## src/rtl/regfile_pkg.sv

```systemverilog
// regfile_pkg
// Shared constants and types for the register file slice.
//   REGFILE_W / REGFILE_N / REGFILE_AW : default word width, register count,
//                                        address width (AW = log2(N))
//   ZERO_REG                           : index of the hard-wired zero register
//   word_t                             : default-width register word
package regfile_pkg;
  localparam int REGFILE_W  = 32;
  localparam int REGFILE_N  = 32;
  localparam int REGFILE_AW = 5;
  localparam int ZERO_REG   = 0;

  typedef logic [REGFILE_W-1:0] word_t;
endpackage

```

## src/rtl/write_demux_dec.sv

```systemverilog
// write_demux_dec
// Write-side demultiplexer decode: turns (wr_en, wr_addr) into a one-hot
// select over N registers. The zero register is never selected, so a write
// to it decodes to all-zeros and is dropped.
// Ports:
//   wr_en   in   write strobe
//   wr_addr in   AW-bit destination index
//   dec     out  N-bit one-hot (or all-zero) register select
module write_demux_dec
  import regfile_pkg::*;
#(
  parameter int N  = REGFILE_N,
  parameter int AW = REGFILE_AW
) (
  input  logic          wr_en,
  input  logic [AW-1:0] wr_addr,
  output logic [N-1:0]  dec
);

  always_comb begin
    dec = '0;
    for (int i = 0; i < N; i++) begin
      if (wr_en && (wr_addr == AW'(i))) dec[i] = 1'b1;
    end
    dec[ZERO_REG] = 1'b0;
  end

endmodule

```

## src/rtl/reg_file_demux.sv

```systemverilog
// reg_file_demux
// Register file for the single-cycle datapath: one write port routed through
// a write-side demultiplexer, two asynchronous read ports. Register 0 reads
// as zero and ignores writes.
// Ports:
//   clk       in   clock, all state updates on rising edge
//   reset     in   synchronous active-high reset (clears registers, wr_sel)
//   wr_en     in   write strobe
//   wr_addr   in   destination register index
//   wr_data   in   write-back word
//   rd_addr1  in   read port 1 index
//   rd_addr2  in   read port 2 index
//   rd_data1  out  read port 1 data (combinational)
//   rd_data2  out  read port 2 data (combinational)
//   wr_sel    out  registered one-hot of the write committed at the last edge
// Build option:
//   REGFILE_WRITE_BYPASS_EN  when defined, a read of the register being
//                            written in the same cycle returns wr_data
//                            (write-before-read); otherwise the old contents.
module reg_file_demux
  import regfile_pkg::*;
#(
  parameter int W  = REGFILE_W,
  parameter int N  = REGFILE_N,
  parameter int AW = REGFILE_AW
) (
  input  logic          clk,
  input  logic          reset,
  input  logic          wr_en,
  input  logic [AW-1:0] wr_addr,
  input  logic [W-1:0]  wr_data,
  input  logic [AW-1:0] rd_addr1,
  input  logic [AW-1:0] rd_addr2,
  output logic [W-1:0]  rd_data1,
  output logic [W-1:0]  rd_data2,
  output logic [N-1:0]  wr_sel
);

  logic [N-1:0] dec;
  logic [W-1:0] regs [N];
  logic [W-1:0] rd_old1;
  logic [W-1:0] rd_old2;

  write_demux_dec #(
    .N  (N),
    .AW (AW)
  ) u_dec (
    .wr_en   (wr_en),
    .wr_addr (wr_addr),
    .dec     (dec)
  );

  // ---- write edge: demux select commits one register ----
  always_ff @(posedge clk) begin
    if (reset) begin
      for (int i = 0; i < N; i++) regs[i] <= '0;
      wr_sel <= '0;
    end else begin
      for (int i = 0; i < N; i++) begin
        if (dec[i]) regs[i] <= wr_data;
      end
      wr_sel <= dec;
    end
  end

  // Stored contents; index 0 is forced to zero independently of storage.
  assign rd_old1 = (rd_addr1 == AW'(ZERO_REG)) ? '0 : regs[rd_addr1];
  assign rd_old2 = (rd_addr2 == AW'(ZERO_REG)) ? '0 : regs[rd_addr2];

`ifdef REGFILE_WRITE_BYPASS_EN
  // dec is one-hot on wr_addr (never on 0), so dec[rd_addrK] alone means
  // "this port reads the register being written right now".
  always_comb begin
    if (reset) begin
      rd_data1 = '0;
      rd_data2 = '0;
    end else begin
      rd_data1 = dec[rd_addr1] ? wr_data : rd_old1;
      rd_data2 = dec[rd_addr2] ? wr_data : rd_old2;
    end
  end
`else
  assign rd_data1 = rd_old1;
  assign rd_data2 = rd_old2;
`endif

endmodule

```

## config.mk

```make
export PLATFORM = sky130hd
export DESIGN_NAME = reg_file_demux
export DESIGN_NICKNAME = d
export VERILOG_FILES = /design/src/rtl/regfile_pkg.sv /design/src/rtl/write_demux_dec.sv /design/src/rtl/reg_file_demux.sv
export SDC_FILE = /design/constraint.sdc
export NUM_CORES = 2
export LEC_CHECK = 0
export CAP_MARGIN = 5
export CORE_UTILIZATION = 29
export CTS_BUF_LIST = sky130_fd_sc_hd__clkbuf_4
export CTS_CLUSTER_SIZE = 24
export DETAILED_ROUTE_END_ITERATION = 8
export PLACE_DENSITY = 0.49
export SYNTH_ARGS = -nofsm -noshare
export SYNTH_HDL_FRONTEND = slang
export SYNTH_SLANG_ARGS = --single-unit
```

## constraint.sdc

```tcl
create_clock -name clk -period 8.3 [get_ports clk]
set_input_delay 2.49 -clock clk [delete_from_list [all_inputs] [get_ports clk]]
set_output_delay 2.49 -clock clk [all_outputs]
set_load 0.02 [all_outputs]
```

Yosys cells after proc, flatten, opt, wreduce, memory -nomap -nowiden
Memory sizes are Yosys's and may differ from the RTL's.
Index checks and enable logic that the tools add are counted.
Widths: inputs -> output; s select.
- output and inout port bits: 96
- memory bits (writable): 1024
- bits of input ports: 50
- latch bits: 0
- bits in read-only memories: 0
- memories: 1
- bits in registers: 32
- word-level logic and storage cells: 257
- reduce and logical (&&, ||, !) cells: 33
- bitwise gates (word level): 31
- eq/ne operators: 31
- multiply operators: 0
- shift operators: 0
- add/sub/neg operators: 0
- div/mod/pow operators: 0
- magnitude comparators: 0
- multiplexer cells: 159
- memory list (name ; words ; width ; read ports ; clocked after Yosys merged registers in ; wr ports ; line ; RTL):
    regs ; 32 ; 32 ; 2 ; 0 ; 32 ; reg_file_demux.sv:40 ; logic [W-1:0] regs [N];
- operators by type and width (cell ; number):
    $mux 32 ; 33
    $mux 1 ; 126
    $eq 5x5->1 const B ; 16
    $eq 5x4->1 const B ; 8
    $logic_and 1x1->1 ; 31
    $or 1x1->1 ; 31
    $eq 5x3->1 const B ; 4
    $eq 5x2->1 const B ; 2
    $logic_not 5->1 ; 2
    $eq 5x1->1 const B ; 1

Logic depth before layout (Yosys ltp)
- depth after elaboration: 7
- gate-level depth with buffers: 9
- gate-level depth less buffers: 4

Modules after synthesis
Synthesis repeated with hierarchy kept, for this count alone.
- cells, all modules: 3101
- area, all modules: 52303.9 um^2
- by module, submodules not included (module ; sequential area each (um^2) ; cells each ; times used ; area an instance (um^2)):
    reg_file_demux ; 31390.1 ; 3053 ; 1 ; 52066.2
    write_demux_dec ; 0.0 ; 48 ; 1 ; 237.7

Worst setup path before layout
No wires, ideal clock.
- kind: input port to output port
- start: in rd_addr1[0]
- end: out rd_data1[31]
- slack: 1.672 ns
- path buffers: 4
- cell stages on the path: 8
- required time: 5.810 ns
- arrival time: 4.138 ns
- cell sequence: buf_6 buf_8 buf_6 buf_4 mux2i_1 o22ai_1 nor3_1 nor4b_1
- word-level cells in the longest chain between the ends: 2
- elaborated cells on any way between the ends: 3
- those cells by class: mux: 1; reduce/logical: 1; memory: 1
- RTL lines (item ; line ; RTL):
    from (decl) ; reg_file_demux.sv:32 ; input logic [AW-1:0] rd_addr1,
    $mem_v2 32x32 or $logic_not 5->1 (tied branches) ; -- ;
    $mux 32 (*) ; reg_file_demux.sv:67 ; assign rd_old1 = (rd_addr1 == AW'(ZERO_REG)) ? '0 : regs[rd_addr1];
    to (decl) ; reg_file_demux.sv:34 ; output logic [W-1:0] rd_data1,
Mark *: on every way between the ends. The rest lies on a longest branch, timed or not.

Worst setup path in the final report
- start: in rd_addr1[3]
- end: out rd_data1[24]
Same word-level chain as after synthesis.

==> results.txt <==
The run finished with clean final reports. The number of setup buffers added after CTS is 0, and the chip width is 418 µm. After detailed routing, the total wire length is 174,000 µm. The class of the most critical hold timing path is in2reg. The tool flagged a number of max-cap violations equal to 0. For the hold buffer count at CTS, the log shows 0. Counting the fill cells in the layout gives 17.0k. Number of cells upsized or downsized after cts: 1.

The aggregate global-route resource usage came out at 0.195. The tools report the global-route wire length before repair as 246,000 µm. The top cell type by total area after synthesis was sky130_fd_sc_hd__edfxtp_1.

The tools report the relative contribution of sequential cells to total power as 0.506. The combinational power share was 0.140; the largest driver fanout on the critical path was 9. The count of buffers from port buffering is 144, and the first-pass iteration count of the detailed router is 5.

The tools report the sort of element at the end of the critical path as a primary output. For the number of hold violations in the final report, the log shows 0. The post-synthesis sequential area ratio was 0.607.

Clock tree synthesis selected as its root buffer the cell sky130_fd_sc_hd__clkbuf_4. Counting instances, the worst hold path has a depth of 3. The count of endpoints failing setup in the final report is 0. When the netlist entered floorplanning its net count stood at 3,746. The logs give 0.353 for the power share of the clock group and 0 for the total count of max-transition violations in the final report. The switching fraction of total power is 0.274. The area growth from synthesis to layout was 16.0%; the placed cell area was 0.0549 mm². Setup slack on the critical path of the routed design comes to 0.118 ns. The initial cell density of the core was 0.292.

TritonCTS built the clock tree. Setup repair after global routing left no endpoint under its margin. In this run the power density over the cells is 211 mW/mm². Internal power comes to 8.89 mW.

The floorplan die height came out at 418 µm. The number of distinct library cells after synthesis was 42. The post-route total power is 12.2 mW. Data arrives at the worst endpoint at 5.69 ns. The logs give 3 for the initial antenna violation count and 3.35 mW for the switching power of the nets. Synthesis inferred 1,023 register bits.

The logs give 286 for the number of buffers created by CTS and 0.339 for the final standard cell utilization of the core. Summing all flip-flop and latch instances after layout gives 0.0304 mm². The HPWL after detailed placement is 111,000 µm. Dividing the detail-routed via count by the number of cells gives 5.25. The multi-input logic area is 0.0181 mm². The area of the mapped netlist was 0.0501 mm²; the residual overflow from global routing was 0. The post-detailed-route DRC marker count was 0; the number of warnings issued by yosys was 0. For the total core area, the log shows 0.172 mm². Derived from the worst setup path, the maximum achievable clock frequency is 122 MHz. Cell at the slowest stage of the critical path: sky130_fd_sc_hd__clkdlybuf4s50_1.

The wire length per cell after detailed routing is 26.8 µm, and the delay of the slowest critical-path stage is 0.66 ns. The detailed router's first-iteration violation count came out at 3,087. The number of global-route vias before repair came out at 34.5k. Walking the worst path, the cells encountered are clkdlybuf4s50_1, nor2b_4, buf_4, a22o_1, a31oi_1, nor3_1, buf_4, clkdlybuf4s50_1.

For this design the static power due to leakage is 21.0 nW. The logs give 34.0k for the detailed-route via count and 106 µV for the worst vdd rail ir drop. At the pin with the least slew margin, the transition time is 1.21 ns.

The maximum number of buffers from clock root to sink is 4. CTS built an H-tree with a depth of 5. Entering global routing, the biggest net connects 85 pins. The worst setup slack after placement is -0.153 ns, and the number of placement rows is 152. The run gives 146 as the I/O pin count. The type of the worst setup path is in2out.

The clock slew seen by the registers of the worst setup and hold paths was 0.07 ns. The fraction of final layout cells sized beyond drive strength 1 works out to 0.230. The count of nets left with antenna violations once routing finished came out at 0. The data required time of the worst path was 5.81 ns; the portion of synthesized cell area occupied by the leading cell type was 0.595. The final critical path time including I/O delays and setup was 8.18 ns.

The area of all placed cells without fillers is 0.0581 mm². The cell count after synthesis came out at 3,696. Ratio of final minimum period to clock period: 0.986. By area the synthesized netlist is led by sky130_fd_sc_hd__edfxtp_1 (59%), sky130_fd_sc_hd__mux2i_1 (13%), sky130_fd_sc_hd__mux4_2 (5.8%).

The worst setup path is launched from an input port. The synthesized area per cell is 13.6 µm². For hold timing, the worst endpoint is wr_sel[11]$_SDFF_PP0_. The congestion estimate from routability-driven global placement came to 0.834. The logs give 0.184 for the relative slew slack and 4,044 for the final net count. The die covers 0.174 mm². The tree built by TritonCTS fans out to 1,023 sinks. Source of the worst hold timing path: reset.
layout by cell type (no fill, tap or decap), types with 3 or more instances in the layout:
cell type                           n
sky130_fd_sc_hd__a221o_1           63
sky130_fd_sc_hd__inv_1             32
sky130_fd_sc_hd__nand2b_2          21
sky130_fd_sc_hd__a22o_1            31
sky130_fd_sc_hd__clkbuf_4         393
sky130_fd_sc_hd__clkinv_2           9
sky130_fd_sc_hd__nand2b_4           4
sky130_fd_sc_hd__edfxtp_1         992
sky130_fd_sc_hd__a31oi_1           31
sky130_fd_sc_hd__nor2_1           578
sky130_fd_sc_hd__a22oi_1           64
sky130_fd_sc_hd__o21bai_4          11
sky130_fd_sc_hd__mux2i_1          638
sky130_fd_sc_hd__nor3_1           160
sky130_fd_sc_hd__dfxtp_1           31
sky130_fd_sc_hd__nor4_1            32
sky130_fd_sc_hd__nand2_1            8
sky130_fd_sc_hd__mux4_2           129
sky130_fd_sc_hd__buf_4            256
sky130_fd_sc_hd__a21oi_1           32
sky130_fd_sc_hd__mux2_2            64
sky130_fd_sc_hd__o22ai_1          256
sky130_fd_sc_hd__nand2_2           14
sky130_fd_sc_hd__clkinv_1          46
sky130_fd_sc_hd__a211oi_1          34
sky130_fd_sc_hd__buf_12            25
sky130_fd_sc_hd__inv_2              5
sky130_fd_sc_hd__nor2b_1           35
sky130_fd_sc_hd__nor2b_4            4
sky130_fd_sc_hd__or2_2              5
sky130_fd_sc_hd__and2_1             3
sky130_fd_sc_hd__clkdlybuf4s50_1   92
sky130_fd_sc_hd__diode_2            9
sky130_fd_sc_hd__nand2b_1          36
cells by family (layout without fill, tap and decap cells):
kind of cell | Yosys count | in the layout | synth area share
buf+inv | 400 | 864 | 0.0386
other cells | 1 | 10 | 0.0000749
mux | 831 | 831 | 0.200
simple gates | 915 | 915 | 0.0805
compound gates | 526 | 526 | 0.0739
flops | 1023 | 1023 | 0.607
cells in the mapped netlist, drive strengths merged:
library cell  instances
and3b                 1
a211oi               34
a22o                 31
nand4b                2
mux2                 64
nor2b                39
o21bai               11
nand2b               61
a22oi                64
mux2i               638
o21ai                 1
a31oi                31
nor3                161
nand4                 1
buf                 160
nor2                578
nor4b                 1
dfxtp                31
a221o                63
mux4                129
nor3b                 3
or3                   1
nand3                 1
o22ai               256
inv                  32
a21oi                32
a21o                  3
and2                  3
edfxtp              992
conb                  1
clkbuf              208
nand2                24
nor4                 32
or2                   7
state kept, by name (all words and copies together), names as in the netlist:
signal  count
regs      992
wr_sel     31
final cells by class:
cell class                 instances  share of cell area
multi-input combinational       2273               0.311
sequential                      1023               0.523
antenna                            9            0.000388
clock inverter                    61             0.00459
clock buffer                     393              0.0508
tap                             2310              0.0497
inverter                          32             0.00207
timing repair buffer             378              0.0584
worst max-delay path: cells and delay by family:
kind / cells / cell delay, ns
compound gates: 2 / 0.37
buf+inv: 4 / 1.72
simple gates: 2 / 1.09
routing by layer:
layer / global-route usage / part of all wire / vias to the layer above
met4: 0.0735 / 0.034 / 2
li1: - / - / 15003
met1: 0.246 / 0.41 / 17419
met2: 0.333 / 0.49 / 1287
met3: 0.0353 / 0.059 / 306
met5: 0 / 0.000075 / -
worst max-delay path by stage:
| stage | cells after the start | endpoint | startpoint | slack (ns) |
|---|---|---|---|---|
| after floorplan | 8 | rd_data1[31] | rd_addr1[0] | 1.67 |
| after global placement | 8 | rd_data1[16] | rd_addr1[3] | -0.17 |
| after detailed placement | 8 | rd_data1[16] | rd_addr1[3] | -0.15 |
| after CTS | 8 | rd_data1[24] | rd_addr1[3] | 0.15 |
| after global routing | 8 | rd_data1[24] | rd_addr1[3] | 0.13 |
| final | 8 | rd_data1[24] | rd_addr1[3] | 0.12 |
metrics by stage:
stage                     std cells  hold WS [ns]  TNS [ns]
after floorplan                3696          2.70         0
after global routing           6477          1.74         0
after global placement         6015          3.05    -0.170
after detailed placement       6016          3.05    -0.153
final                          6479          1.78         0
after CTS                      6470          1.68         0
power groups by stage:
stage	Sequential (mW)	Clock (mW)	Combinational (mW)
global placement	6.29	0	1.72
finish	6.20	4.32	1.72
CTS	6.19	4.44	1.72
floorplan	6.26	0	0.999
detailed placement	6.30	0	1.72
global route	6.23	4.68	1.80
Power figures use the tool's default switching activity.
